[src/rtl/adc_spi_rx_pkg.sv]
// Shared types and constants for the serial ADC reader.
package adc_spi_pkg;

    typedef enum logic [1:0] {
        IDLE,
        LEAD,
        SHIFT,
        DONE
    } state_t;

    localparam int unsigned FRAME_BITS = 16;
    localparam int unsigned DATA_BITS  = 12;
    localparam int unsigned ZERO_BITS  = 4;

    // Counter width able to hold 0..n-1, never narrower than one bit.
    function automatic int unsigned cnt_width(input int unsigned n);
        return (n > 1) ? $clog2(n) : 1;
    endfunction

endpackage

[src/rtl/adc_spi_rx_if.sv]
// Bus between the ADC reader, the serial ADC pins and the loop controller.
interface adc_spi_rx_if;
    import adc_spi_pkg::*;

    logic                 EN;
    logic                 datoin;
    logic                 CS;
    logic                 Clkmuestreo;
    logic [ZERO_BITS-1:0] Zeros;
    logic [DATA_BITS-1:0] dato;
    logic                 dato_valid;

    modport master (
        input  EN,
        input  datoin,
        output CS,
        output Clkmuestreo,
        output Zeros,
        output dato,
        output dato_valid
    );

    modport slave (
        output EN,
        output datoin,
        input  CS,
        input  Clkmuestreo,
        input  Zeros,
        input  dato,
        input  dato_valid
    );

endinterface

[src/rtl/adc_spi_rx_spi_clk_gen.sv]
// Serial clock generator: DIV-cycle phases, idles high while not running.
module spi_clk_gen
    import adc_spi_pkg::*;
#(
    parameter int unsigned DIV = 4
) (
    input  logic clk,
    input  logic rst,
    input  logic run,
    input  logic stop,
    output logic sclk,
    output logic rise_tick,
    output logic fall_tick,
    output logic hi_end
);

    localparam int unsigned   PW      = cnt_width(DIV);
    localparam logic [PW-1:0] PH_LAST = PW'(DIV - 1);

    logic [PW-1:0] ph;
    logic          tick;

    // Phase boundaries; with stop set a high phase ends without dropping the clock.
    always_comb begin
        tick      = run && (ph == PH_LAST);
        rise_tick = tick && !sclk;
        hi_end    = tick && sclk;
        fall_tick = hi_end && !stop;
    end

    // Phase counter and registered serial clock.
    always_ff @(posedge clk) begin
        if (rst || !run) begin
            ph   <= '0;
            sclk <= 1'b1;
        end else begin
            if (tick) begin
                ph <= '0;
            end else begin
                ph <= ph + PW'(1);
            end
            if (rise_tick || fall_tick) begin
                sclk <= ~sclk;
            end
        end
    end

endmodule

[src/rtl/adc_spi_rx.sv]
// Periodic serial-ADC frame reader: CS/clock generation, 16-bit capture, sample strobe.
module adc_spi_rx
    import adc_spi_pkg::*;
#(
    parameter int unsigned DIV           = 4,
    parameter int unsigned SAMPLE_CYCLES = 2000
) (
    input  logic         clk,
    input  logic         rst,
    adc_spi_rx_if.master bus
);

    localparam int unsigned   PW        = cnt_width(SAMPLE_CYCLES);
    localparam logic [PW-1:0] PCNT_LAST = PW'(SAMPLE_CYCLES - 1);
    localparam int unsigned   BW        = cnt_width(FRAME_BITS + 1);
    localparam logic [BW-1:0] BITS_ALL  = BW'(FRAME_BITS);

    state_t                  state;
    logic [PW-1:0]           pcnt;
    logic [BW-1:0]           bitcnt;
    logic [FRAME_BITS-1:0]   sr;
    logic                    start;
    logic                    run;
    logic                    stop;
    logic                    sclk;
    logic                    rise_tick;
    logic                    fall_tick;
    logic                    hi_end;

    // The clock generator also runs through LEAD, which is simply the first
    // high phase; this makes the first falling edge land exactly DIV cycles
    // after CS drops.
    always_comb begin
        start = (pcnt == '0) && bus.EN && (state == IDLE);
        run   = (state == LEAD) || (state == SHIFT);
        stop  = (bitcnt == BITS_ALL);
    end

    // Serial clock pin follows the registered generator output.
    always_comb begin
        bus.Clkmuestreo = sclk;
    end

    spi_clk_gen #(
        .DIV (DIV)
    ) u_clk_gen (
        .clk       (clk),
        .rst       (rst),
        .run       (run),
        .stop      (stop),
        .sclk      (sclk),
        .rise_tick (rise_tick),
        .fall_tick (fall_tick),
        .hi_end    (hi_end)
    );

    // Conversion period counter, parked at zero while conversions are disabled.
    always_ff @(posedge clk) begin
        if (rst || !bus.EN) begin
            pcnt <= '0;
        end else if (pcnt == PCNT_LAST) begin
            pcnt <= '0;
        end else begin
            pcnt <= pcnt + PW'(1);
        end
    end

    // Frame FSM with registered CS, capture shift register and sample outputs.
    always_ff @(posedge clk) begin
        if (rst) begin
            state          <= IDLE;
            bus.CS         <= 1'b1;
            bus.dato_valid <= 1'b0;
            bus.Zeros      <= '0;
            bus.dato       <= '0;
            sr             <= '0;
            bitcnt         <= '0;
        end else begin
            bus.dato_valid <= 1'b0;
            case (state)
                IDLE: begin
                    if (start) begin
                        state  <= LEAD;
                        bus.CS <= 1'b0;
                        bitcnt <= '0;
                    end
                end
                LEAD: begin
                    if (fall_tick) begin
                        state <= SHIFT;
                    end
                end
                SHIFT: begin
                    if (rise_tick) begin
                        sr     <= {sr[FRAME_BITS-2:0], bus.datoin};
                        bitcnt <= bitcnt + BW'(1);
                    end
                    if (hi_end && stop) begin
                        state          <= DONE;
                        bus.CS         <= 1'b1;
                        bus.Zeros      <= sr[FRAME_BITS-1 -: ZERO_BITS];
                        bus.dato       <= sr[DATA_BITS-1:0];
                        bus.dato_valid <= 1'b1;
                    end
                end
                DONE: begin
                    state <= IDLE;
                end
                default: begin
                    state <= IDLE;
                end
            endcase
        end
    end

endmodule
[src/flat_wrapper.sv]
// flat-port wrapper written by rule: the top's interface ports become plain ports
module adc_spi_rx_flat import adc_spi_pkg::*;
#(
    parameter int unsigned DIV           = 4,
    parameter int unsigned SAMPLE_CYCLES = 2000
)
  (clk, rst, bus_EN, bus_datoin, bus_CS, bus_Clkmuestreo, bus_Zeros, bus_dato, bus_dato_valid);
  adc_spi_rx_if bus_i ();
  input  logic clk;
  input  logic rst;
  input wire logic [$bits(bus_i.EN)-1:0] bus_EN;
  input wire logic [$bits(bus_i.datoin)-1:0] bus_datoin;
  output wire logic [$bits(bus_i.CS)-1:0] bus_CS;
  output wire logic [$bits(bus_i.Clkmuestreo)-1:0] bus_Clkmuestreo;
  output wire logic [$bits(bus_i.Zeros)-1:0] bus_Zeros;
  output wire logic [$bits(bus_i.dato)-1:0] bus_dato;
  output wire logic [$bits(bus_i.dato_valid)-1:0] bus_dato_valid;
  assign bus_i.EN = bus_EN;
  assign bus_i.datoin = bus_datoin;
  assign bus_CS = bus_i.CS;
  assign bus_Clkmuestreo = bus_i.Clkmuestreo;
  assign bus_Zeros = bus_i.Zeros;
  assign bus_dato = bus_i.dato;
  assign bus_dato_valid = bus_i.dato_valid;
  adc_spi_rx #(.DIV(DIV), .SAMPLE_CYCLES(SAMPLE_CYCLES)) u_core (.clk(clk), .rst(rst), .bus(bus_i));
endmodule
[config.mk]
export PLATFORM = sky130hd
export DESIGN_NAME = adc_spi_rx_flat
export DESIGN_NICKNAME = d
export VERILOG_FILES = /design/src/rtl/adc_spi_rx_pkg.sv /design/src/rtl/adc_spi_rx_if.sv /design/src/rtl/adc_spi_rx_spi_clk_gen.sv /design/src/rtl/adc_spi_rx.sv /design/src/flat_wrapper.sv
export SDC_FILE = /design/constraint.sdc
export NUM_CORES = 1
export LEC_CHECK = 0
export ABC_AREA = 1
export CORE_MARGIN = 8
export CORE_UTILIZATION = 56
export CTS_BUF_LIST = sky130_fd_sc_hd__clkbuf_4 sky130_fd_sc_hd__clkbuf_8 sky130_fd_sc_hd__clkbuf_16
export CTS_CLUSTER_DIAMETER = 30
export DETAILED_ROUTE_END_ITERATION = 10
export GPL_TIMING_DRIVEN = 0
export MAX_ROUTING_LAYER = met4
export PLACE_DENSITY = 0.75
export SLEW_MARGIN = 40
export SYNTH_ARGS = -nofsm -noshare
export SYNTH_HDL_FRONTEND = slang
export SYNTH_HIERARCHICAL = 1
export SYNTH_SLANG_ARGS = --single-unit
[constraint.sdc]
create_clock -name clk -period 1.7 [get_ports clk]
set_input_delay 0.17 -clock clk [delete_from_list [all_inputs] [get_ports clk]]
set_output_delay 0.17 -clock clk [all_outputs]
set_load 0.005 [all_outputs]
==> results.cfg, run 1 <==
[clocking]
clock-sinks = 55
root_buffer = clkbuf_8
cts_hold_buf = 0
ctsLongestPathBuffers = 2
cts_tree = done
cts_buffers = 5
clk_latency_ns = 0.30
htree_levels = 2
cts.clk_slew.worst_paths_ns = 0.09

[route]
met2_length_um = 2420
met3_wirelength_um = 144
remaining_drc_errors = 0
top_layer_used = met4
wl_met1_um = 2390
wire_per_inst_um = 12.3
first_pass_iters = 4
wl_um = 4970
avgViaCountPerCell = 5.13
drtAntennaViolNets = 0
drt_iter0_drc = 75
via_count = 2077

[run]
maxCapViolCount = 0

[pwr]
power.leakage_nw = 1.26
power.share.clock_pct = 28.9
ir_drop_v = 0.000625
powerDensity_nw_per_um2 = 1020
p_sw_uw = 847
pwr-share-seq_pct = 49.5
p_int_mw = 2.07
switching_share_pct = 29.0
pwr-share-comb_pct = 21.6

[global_routing]
grt_max_degree = 18
grt_overflow = 0
antenna_found_initial = 0
grt_pass1_wl_um = 8390
grt_pass1_vias = 1954
grt.total_usage_pct = 16.1

[hold_path]
holdPathEnd = u_core/u_clk_gen/ph[0]
hold_path_depth = 1
hold_path.class = flip-flop to flip-flop
min-delay-start = u_core/u_clk_gen/ph[0]

[synthesis]
yosysUniqueCellTypes = 29
yosys.cell_count.top_type = nor2_1
seq_area_frac_synth_pct = 45.5
yosysWarnings = 6
avgSynthCellArea_um2 = 7.53
synth_seq_cells = 55
synth_edf_count = 0
yosysTopAreaCell = dfxtp_1
yosys-top-cells-area = dfxtp_1, nor2_1, nand2_1, o21ai_0, ha_1
synth_top_area_share_pct = 45.5
syn_inst = 321
ys.flop_type = dfxtp_1
syn_nets = 333
async_reset_ff_share_pct = 0
syn_area_um2 = 2420
synth_common_cells = nor2_1, dfxtp_1, nand2_1

[setup_path]
reg2reg_to = u_core/bus.dato[5]
cp-end-kind = flip-flop
reg2reg_slack_ns = 0.10
worstSetupPathType = flip-flop to flip-flop
path_max_fanout = 5
arrival_ns = 1.84
rr_startpoint = u_core/state[0]
reg2reg_depth = 9
startpoint_type = flip-flop
critPathRequiredTime_ns = 1.94

[finish]
fill_cells = 393
syn_to_final_growth_pct = 18.8
n_antenna_cell = 0
nets = 365
drive_above_1_share_pct = 17.3

[floorplan]
start_util_pct = 56.7
ios = 23
rows = 24
coreArea_um2 = 4260
die_w_um = 81.7
die_h_um = 81.7
die_area_um2 = 6670

[placed_design]
gp_congestion = 0.828
pre_cts_slack_ns = -0.144
port_buffers = 22
dpl.hpwl_um = 3430

[timing]
final-setup-viol-count = 0
fin_crit_ns = 1.60
finClkSkew_ns = 0.00795
fin_ws_ns = 0.101
worst_pin_slew_ns = 0.453
drv_slew = 0
hold_viol = 0
fmax_ghz = 0.625
holdWs_ns = 0.443
slew_headroom_pct = 69.8
finalCritPeriodShare_pct = 94.1

[outcome]
run_status = complete, no violations
==> layer usage <==
metal	GRT usage, %	vias to the layer above
met5	-	-
li1	-	1080
met4	5.09	0
met3	3.50	2
met2	26.9	29
met1	18.7	966
==> power groups by stage <==
stage / Combinational, mW / Sequential, mW / Clock [mW]
finish: 0.631 / 1.44 / 0.845
global route: 0.717 / 1.46 / 0.910
CTS: 0.597 / 1.43 / 0.869
detailed placement: 0.560 / 1.46 / 0
global placement: 0.544 / 1.46 / 0
floorplan: 0.446 / 1.45 / 0
==> what timing repair did <==
action,4_1_cts,5_1_grt
pin swaps,3,4
gates cloned,0,1
buffers inserted,1,3
gates resized for setup,4,19
setup endpoints to repair,30,39
==> registers in the layout (all words and copies together), names as in the netlist <==
register and count:
u_core/bus.CS 1, u_core/state 2, u_core/u_clk_gen/sclk 1, u_core/u_clk_gen/ph 2, u_core/bitcnt 5, u_core/sr 16, u_core/bus.dato 12, u_core/bus.dato_valid 1
u_core/bus.Zeros 4, u_core/pcnt 11
==> worst max-delay path by stage <==
stage | start | to | slack (ns) | cells after the start
2_1_floorplan | u_core/state[0] | u_core/bus.Zeros[0] | 0.09 | 10
3_3_place_gp | u_core/state[0] | u_core/bus.Zeros[0] | -0.1 | 10
3_5_place_dp | u_core/state[0] | u_core/bus.Zeros[0] | -0.14 | 10
4_1_cts | u_core/state[0] | u_core/bitcnt[4] | 0.006 | 9
5_1_grt | u_core/state[0] | u_core/bus.dato[3] | -0.002 | 9
6_report | u_core/state[0] | u_core/bus.dato[5] | 0.10 | 9
==> critical path, cell delays in order (launching register included) <==
cell	delay, ns
dfxtp_2	0.35
inv_2	0.06
ha_4	0.28
nand2_2	0.06
nor2_2	0.13
nand3_4	0.12
nor2_8	0.17
buf_4	0.17
o21ai_1	0.06
nor2_1	0.12
==> through the flow <==
stage               instance area, µm²  utilization [%]  power (mW)  instances  setup TNS (ns)
detailed placement                2700             63.4        2.02        395           -1.70
floorplan                         2420                -        1.89        321               0
finish                            2870             67.4        2.92        405               0
global placement                  2700             63.4        2.00        395          -0.869
global route                      2870             67.4        3.08        405        -0.00296
CTS                               2820             66.1        2.90        401               0
==> layout make-up <==
class	instances	area [µm²]	share of cell area (%)
multi-input cells	222	1150	39.9
flip-flops and latches	55	1110	38.5
repair buffers	27	262	9.10
inverters	35	139	4.83
clock buffers	6	76.3	2.66
well taps	52	65.1	2.26
plain buffers	7	47.5	1.66
clock inverters	1	30.0	1.05
==> placed cells by master, fill, tap and decap left out, types with 2 or more instances in the layout <==
| master | Yosys | layout |
|---|---|---|
| dfxtp_1 | 55 | 51 |
| clkbuf_1 | 3 | 2 |
| o21ai_1 | 9 | 10 |
| nor3_1 | 5 | 4 |
| buf_2 | 3 | 2 |
| nand3_2 | 4 | 4 |
| dfxtp_2 | 0 | 4 |
| ha_1 | 8 | 7 |
| clkdlybuf4s50_1 | 0 | 22 |
| nand4_1 | 3 | 3 |
| nand2_1 | 41 | 39 |
| a21oi_1 | 11 | 11 |
| inv_1 | 26 | 24 |
| nor2_2 | 13 | 14 |
| o21ai_0 | 26 | 25 |
| nand3_1 | 13 | 13 |
| nand2_2 | 3 | 5 |
| clkbuf_8 | 0 | 5 |
| inv_2 | 7 | 8 |
| buf_6 | 3 | 3 |
| buf_4 | 0 | 5 |
| nor2_1 | 77 | 76 |
==> cell families after synthesis <==
logic type / share of synthesized area (%)
flip-flops: 45.5
AO/OA/AOI/OAI: 10.5
AND/OR/NAND/NOR: 31.8
buffers and inverters: 8.02
adder cells (fa/ha/maj): 4.14
No activity file was read; power rests on OpenSTA's default activity.
==> inputs of run 2 (changes only) <==
--- a/config.mk
+++ b/config.mk
@@ -11,9 +11,10 @@
 export CTS_BUF_LIST = sky130_fd_sc_hd__clkbuf_4 sky130_fd_sc_hd__clkbuf_8 sky130_fd_sc_hd__clkbuf_16
 export CTS_CLUSTER_DIAMETER = 30
 export DETAILED_ROUTE_END_ITERATION = 10
-export GPL_TIMING_DRIVEN = 0
 export MAX_ROUTING_LAYER = met4
 export PLACE_DENSITY = 0.75
+export RECOVER_POWER = 25
+export SETUP_SLACK_MARGIN = 0.1
 export SLEW_MARGIN = 40
 export SYNTH_ARGS = -nofsm -noshare
 export SYNTH_HDL_FRONTEND = slang
==> run 2 against run 1 <==
Effect of this change: die area stayed put; wire length shrank 1.4%; clock-buffer cell count stayed put; utilization is 0.21 points higher; setup slack improved by 0.039 ns; flip-flop and latch count unchanged; via count fell by 2.1%; non-clock buffer count fell by 2; global-route usage is 0.60 points lower; total power grew 0.22%; register-to-register slack gained 0.04 ns; fmax grew 2.5%; critical endpoint is now u_core/bus.dato[4].
==> results.cfg, run 2 (synthesis results as in run 1) <==
[timing]
slew_headroom_pct = 69.9
final-setup-viol-count = 0
fmax_ghz = 0.641
rsz0062_at_grt = yes
drv_slew = 0
setup_tns_ns = 0
finalCritPeriodShare_pct = 91.8
hold_viol = 0
finClkSkew_ns = 0.00800
worst_pin_slew_ns = 0.450
fin_crit_ns = 1.56

[route]
via_count = 2034
avgViaCountPerCell = 5.05
drt_iter0_drc = 148
remaining_drc_errors = 0
drtAntennaViolNets = 0
first_pass_iters = 4
wl_um = 4900
wire_per_inst_um = 12.2

[global_routing]
grt_pass1_vias = 1881
antenna_found_initial = 0
grt_pass1_wl_um = 8070
grt_max_degree = 18
grt.total_usage_pct = 15.5
met1_usage_pct = 18.6
busiest_layer = met2
grtUsageMet2_pct = 25.1
grt_use_met3_pct = 2.63
grt_overflow = 0

[floorplan]
die_w_um = 81.7
start_util_pct = 56.7
die_area_um2 = 6670
die_h_um = 81.7
coreArea_um2 = 4260
rows = 24
ios = 23

[placed_design]
port_buffers = 22
dpl.hpwl_um = 3310
gp_congestion = 0.824

[pwr]
power.leakage_nw = 1.31
powerDensity_nw_per_um2 = 1020
ir_drop_v = 0.000637

[setup_path]
rr_startpoint = u_core/state[0]
reg2reg_to = u_core/bus.dato[4]
path_max_fanout = 4
reg2reg_depth = 9
reg2reg_slack_ns = 0.14
cp-end-kind = flip-flop
startpoint_type = flip-flop
critPathRequiredTime_ns = 1.95
worstSetupPathType = flip-flop to flip-flop
arrival_ns = 1.81

[clocking]
cts_tree = done
cts.clk_slew.worst_paths_ns = 0.09
root_buffer = clkbuf_8
post_cts_buffers = 0
cts_buffers = 5
clock-sinks = 55
htree_levels = 2
clk_latency_ns = 0.31
ctsLongestPathBuffers = 2

[finish]
largest_reg_flops = 16
mostFrequentLayoutCells = nor2_1, dfxtp_1, nand2_1
n_antenna_cell = 0
largestRegisters = u_core/sr x16, u_core/bus.dato x12, u_core/pcnt x11
syn_to_final_growth_pct = 19.2
nets = 363
final_util_pct = 67.6
max_flop_register = u_core/sr
final_common_cell = nor2_1
drive_above_1_share_pct = 17.9

[run]
maxCapViolCount = 0

[outcome]
run_status = complete, no violations

[hold_path]
min-delay-start = u_core/u_clk_gen/ph[0]
hold_path_depth = 1
hold_path.class = flip-flop to flip-flop
holdPathEnd = u_core/u_clk_gen/ph[0]
-- run 2: cell types whose count changed in the layout (fill, tap and decap cells not counted), sizes merged --
cell,before,now
clkbuf,8,6
clkdlybuf4s50,22,10
dlygate4sd3,0,12
-- run 2: routing by layer --
metal,routed length (µm),part of all wire (%)
met5,0,0
met4,76,1.5
met3,155,3.2
met2,2310,47
met1,2360,48
-- run 2: worst max-delay path: stages, from the launching register on --
cell and delay (ns):
dfxtp_2 0.34, inv_2 0.05, ha_4 0.28, nand2_4 0.06, nor2_4 0.13, nand3_4 0.11, nor2_8 0.19, buf_4 0.16
o21ai_0 0.07, nor2_1 0.10
-- run 2: worst max-delay path by stage --
stage                          from                  end  slack (ns)  cells past startpoint
finish              u_core/state[0]   u_core/bus.dato[4]        0.14                      9
global route        u_core/state[0]     u_core/bitcnt[0]        0.06                      8
CTS                 u_core/state[0]   u_core/bus.dato[2]        0.08                      9
detailed placement  u_core/state[1]     u_core/bitcnt[4]        0.08                      9
global placement    u_core/state[1]     u_core/bitcnt[1]        0.11                      9
floorplan           u_core/state[0]  u_core/bus.Zeros[0]        0.12                     10
-- run 2: what timing repair did --
action	CTS	global route
cloned	0	1
hold buffers	0	0
resized for setup	1	21
setup endpoints to repair	14	41
pin swaps	0	10
-- run 2: through the flow --
stage,std cells,total power [mW],instance area [µm²],hold slack [ns],worst slack (ns)
floorplan,321,1.89,2420,0.232,0.123
global placement,395,2.01,2710,0.418,0.110
detailed placement,395,2.01,2710,0.422,0.0762
CTS,402,2.88,2820,0.438,0.0832
global route,403,3.10,2880,0.467,0.0640
finish,403,2.93,2880,0.434,0.139
-- run 2: report_power, final --
group / internal, mW / switching, mW / leakage [nW]
clock: 0.448 / 0.400 / 0.0547
combinational: 0.255 / 0.384 / 0.808
sequential: 1.37 / 0.0682 / 0.446
total: 2.08 / 0.852 / 1.31
-- run 2: cell type report --
| cell class | count | area [µm²] |
|---|---|---|
| Fill cell | 367 | 1380 |
| Multi-Input combinational cell | 222 | 1160 |
| Sequential cell | 55 | 1100 |
| Timing Repair Buffer | 32 | 303 |
| Inverter | 35 | 139 |
| Clock buffer | 6 | 76.3 |
| Tap cell | 52 | 65.1 |
| Clock inverter | 1 | 30.0 |
==> inputs of run 3 (changes only) <==
--- a/config.mk
+++ b/config.mk
@@ -7,10 +7,11 @@
 export LEC_CHECK = 0
 export ABC_AREA = 1
 export CORE_MARGIN = 8
-export CORE_UTILIZATION = 56
+export CORE_UTILIZATION = 62
 export CTS_BUF_LIST = sky130_fd_sc_hd__clkbuf_4 sky130_fd_sc_hd__clkbuf_8 sky130_fd_sc_hd__clkbuf_16
 export CTS_CLUSTER_DIAMETER = 30
 export DETAILED_ROUTE_END_ITERATION = 10
+export DONT_BUFFER_PORTS = 1
 export MAX_ROUTING_LAYER = met4
 export PLACE_DENSITY = 0.75
 export RECOVER_POWER = 25
==> run 3 against run 2 <==
Effect of this change: flip-flop and latch count unchanged; worst hold slack worse by 0.40 ns; via count down 3.4%; cell count down 6.2%; largest cell class unchanged; highest routed layer unchanged.
==> results.cfg, run 3 (synthesis results as in run 1) <==
[floorplan]
rows = 22
coreArea_um2 = 3720
ios = 23
die_w_um = 78.4
die_area_um2 = 6150
die_h_um = 78.4
start_util_pct = 65.1

[clocking]
htree_levels = 2
root_buffer = clkbuf_8
clk_latency_ns = 0.31
cts_tree = done
ctsLongestPathBuffers = 2
clock-sinks = 55
cts_buffers = 5
cts.clk_slew.worst_paths_ns = 0.10

[setup_path]
worstSetupPathType = flip-flop to flip-flop
cp_cell_sequence = inv_2 > ha_4 > nand2_2 > nor2_4 > nand3_4 > a21oi_2 > nand2_2 > nand2_1 > nand2_1 > nor2_1
worst-path-buf-inv = 1
arrival_ns = 1.78
path_max_fanout = 3
cp-end-kind = flip-flop
critPathRequiredTime_ns = 1.94
cpMaxStageDelayCell = dfxtp_2
startpoint_type = flip-flop
slowest_delay_ns = 0.35
critPathTopFamily = simple AND/OR/NAND/NOR gates

[route]
wire_per_inst_um = 12.4
avgViaCountPerCell = 5.20
drtAntennaViolNets = 0
wl_um = 4670
via_count = 1964
first_pass_iters = 4
drt_iter0_drc = 113
remaining_drc_errors = 0

[finish]
largestRegisters = u_core/sr x16, u_core/bus.dato x12, u_core/pcnt x11
nets = 341
n_antenna_cell = 0
drive_above_1_share_pct = 20.3
syn_to_final_growth_pct = 10.4
largest_reg_flops = 16
layoutNonFillerInstCount = 378
final_common_cell = nor2_1
mostFrequentLayoutCells = nor2_1, dfxtp_1, nand2_1
max_flop_register = u_core/sr

[timing]
finalCritPeriodShare_pct = 90.3
worst_pin_slew_ns = 0.465
fin_crit_ns = 1.53
hold_viol = 0
slew_headroom_pct = 69.0
rsz0062_at_grt = yes
setup_tns_ns = 0
final-setup-viol-count = 0
drv_slew = 0
finClkSkew_ns = 0.00281
fmax_ghz = 0.652
fin_ws_ns = 0.166

[global_routing]
grt_pass1_wl_um = 7830
antenna_found_initial = 0
grt_pass1_vias = 1791
grt_max_degree = 27
grt.total_usage_pct = 15.6
grt_overflow = 0

[placed_design]
dpl.hpwl_um = 3120
pre_cts_slack_ns = 0.0977
port_buffers = 0
gp_congestion = 0.827
dp_cells = 366

[run]
maxCapViolCount = 0

[pwr]
power.leakage_nw = 1.18
powerDensity_nw_per_um2 = 1080
ir_drop_v = 0.000669

[outcome]
run_status = complete, no violations

[hold_path]
hold_path.class = input pin to flip-flop
[run 3: layout make-up]
type | instances | area, µm²
multi-input combinational | 222 | 1170
timing repair buffer | 10 | 101
tap | 48 | 60.1
clock inverter | 2 | 16.3
clock buffer | 6 | 82.6
inverter | 35 | 134
sequential | 55 | 1110
fill | 309 | 1050
[run 3: per-stage QoR]
| step | hold slack (ns) | total power [mW] | util, % | instance area, µm² |
|---|---|---|---|---|
| after global routing | 0.0272 | 3.05 | 71.8 | 2670 |
| final | 0.0309 | 2.88 | 71.8 | 2670 |
| after global placement | 0.233 | 1.98 | 66.7 | 2480 |
| after detailed placement | 0.234 | 1.99 | 66.7 | 2480 |
| after CTS | 0.0292 | 2.76 | 69.7 | 2590 |
| after floorplan | 0.232 | 1.89 | - | 2420 |
[run 3: routing by layer]
| layer | GRT usage [%] | vias up | wire, µm |
|---|---|---|---|
| li1 | - | 1030 | - |
| met1 | 18.9 | 889 | 2200 |
| met2 | 24.6 | 36 | 2170 |
| met3 | 3.64 | 9 | 222 |
| met4 | 5.56 | 0 | 84 |
| met5 | - | - | 0 |
[run 3: worst paths after layout]
path                                             start                endpoint  slack (ns)  depth (start not counted)
worst max-delay path                   u_core/state[0]         u_core/state[1]        0.17                         10
worst min-delay path                        bus_datoin            u_core/sr[0]        0.03                          2
worst max register to register         u_core/state[0]         u_core/state[1]        0.17                         10
worst min register to register  u_core/u_clk_gen/ph[0]  u_core/u_clk_gen/ph[0]        0.44                          1
[run 3: what timing repair did]
item / CTS / global route
endpoints found under the hold margin: 2 / 0
setup buffers: 0 / 3
setup endpoints to repair: 6 / 40
resized for setup: 2 / 18
hold buffers: 1 / 0
pin swaps: 0 / 8
cloned: 0 / 0
[run 3: where the power goes]
| part | total, mW | internal (mW) | switching, mW | leakage [nW] |
|---|---|---|---|---|
| sequential | 1.44 | 1.37 | 0.0698 | 0.446 |
| clock | 0.764 | 0.333 | 0.431 | 0.0474 |
| combinational | 0.672 | 0.279 | 0.393 | 0.685 |
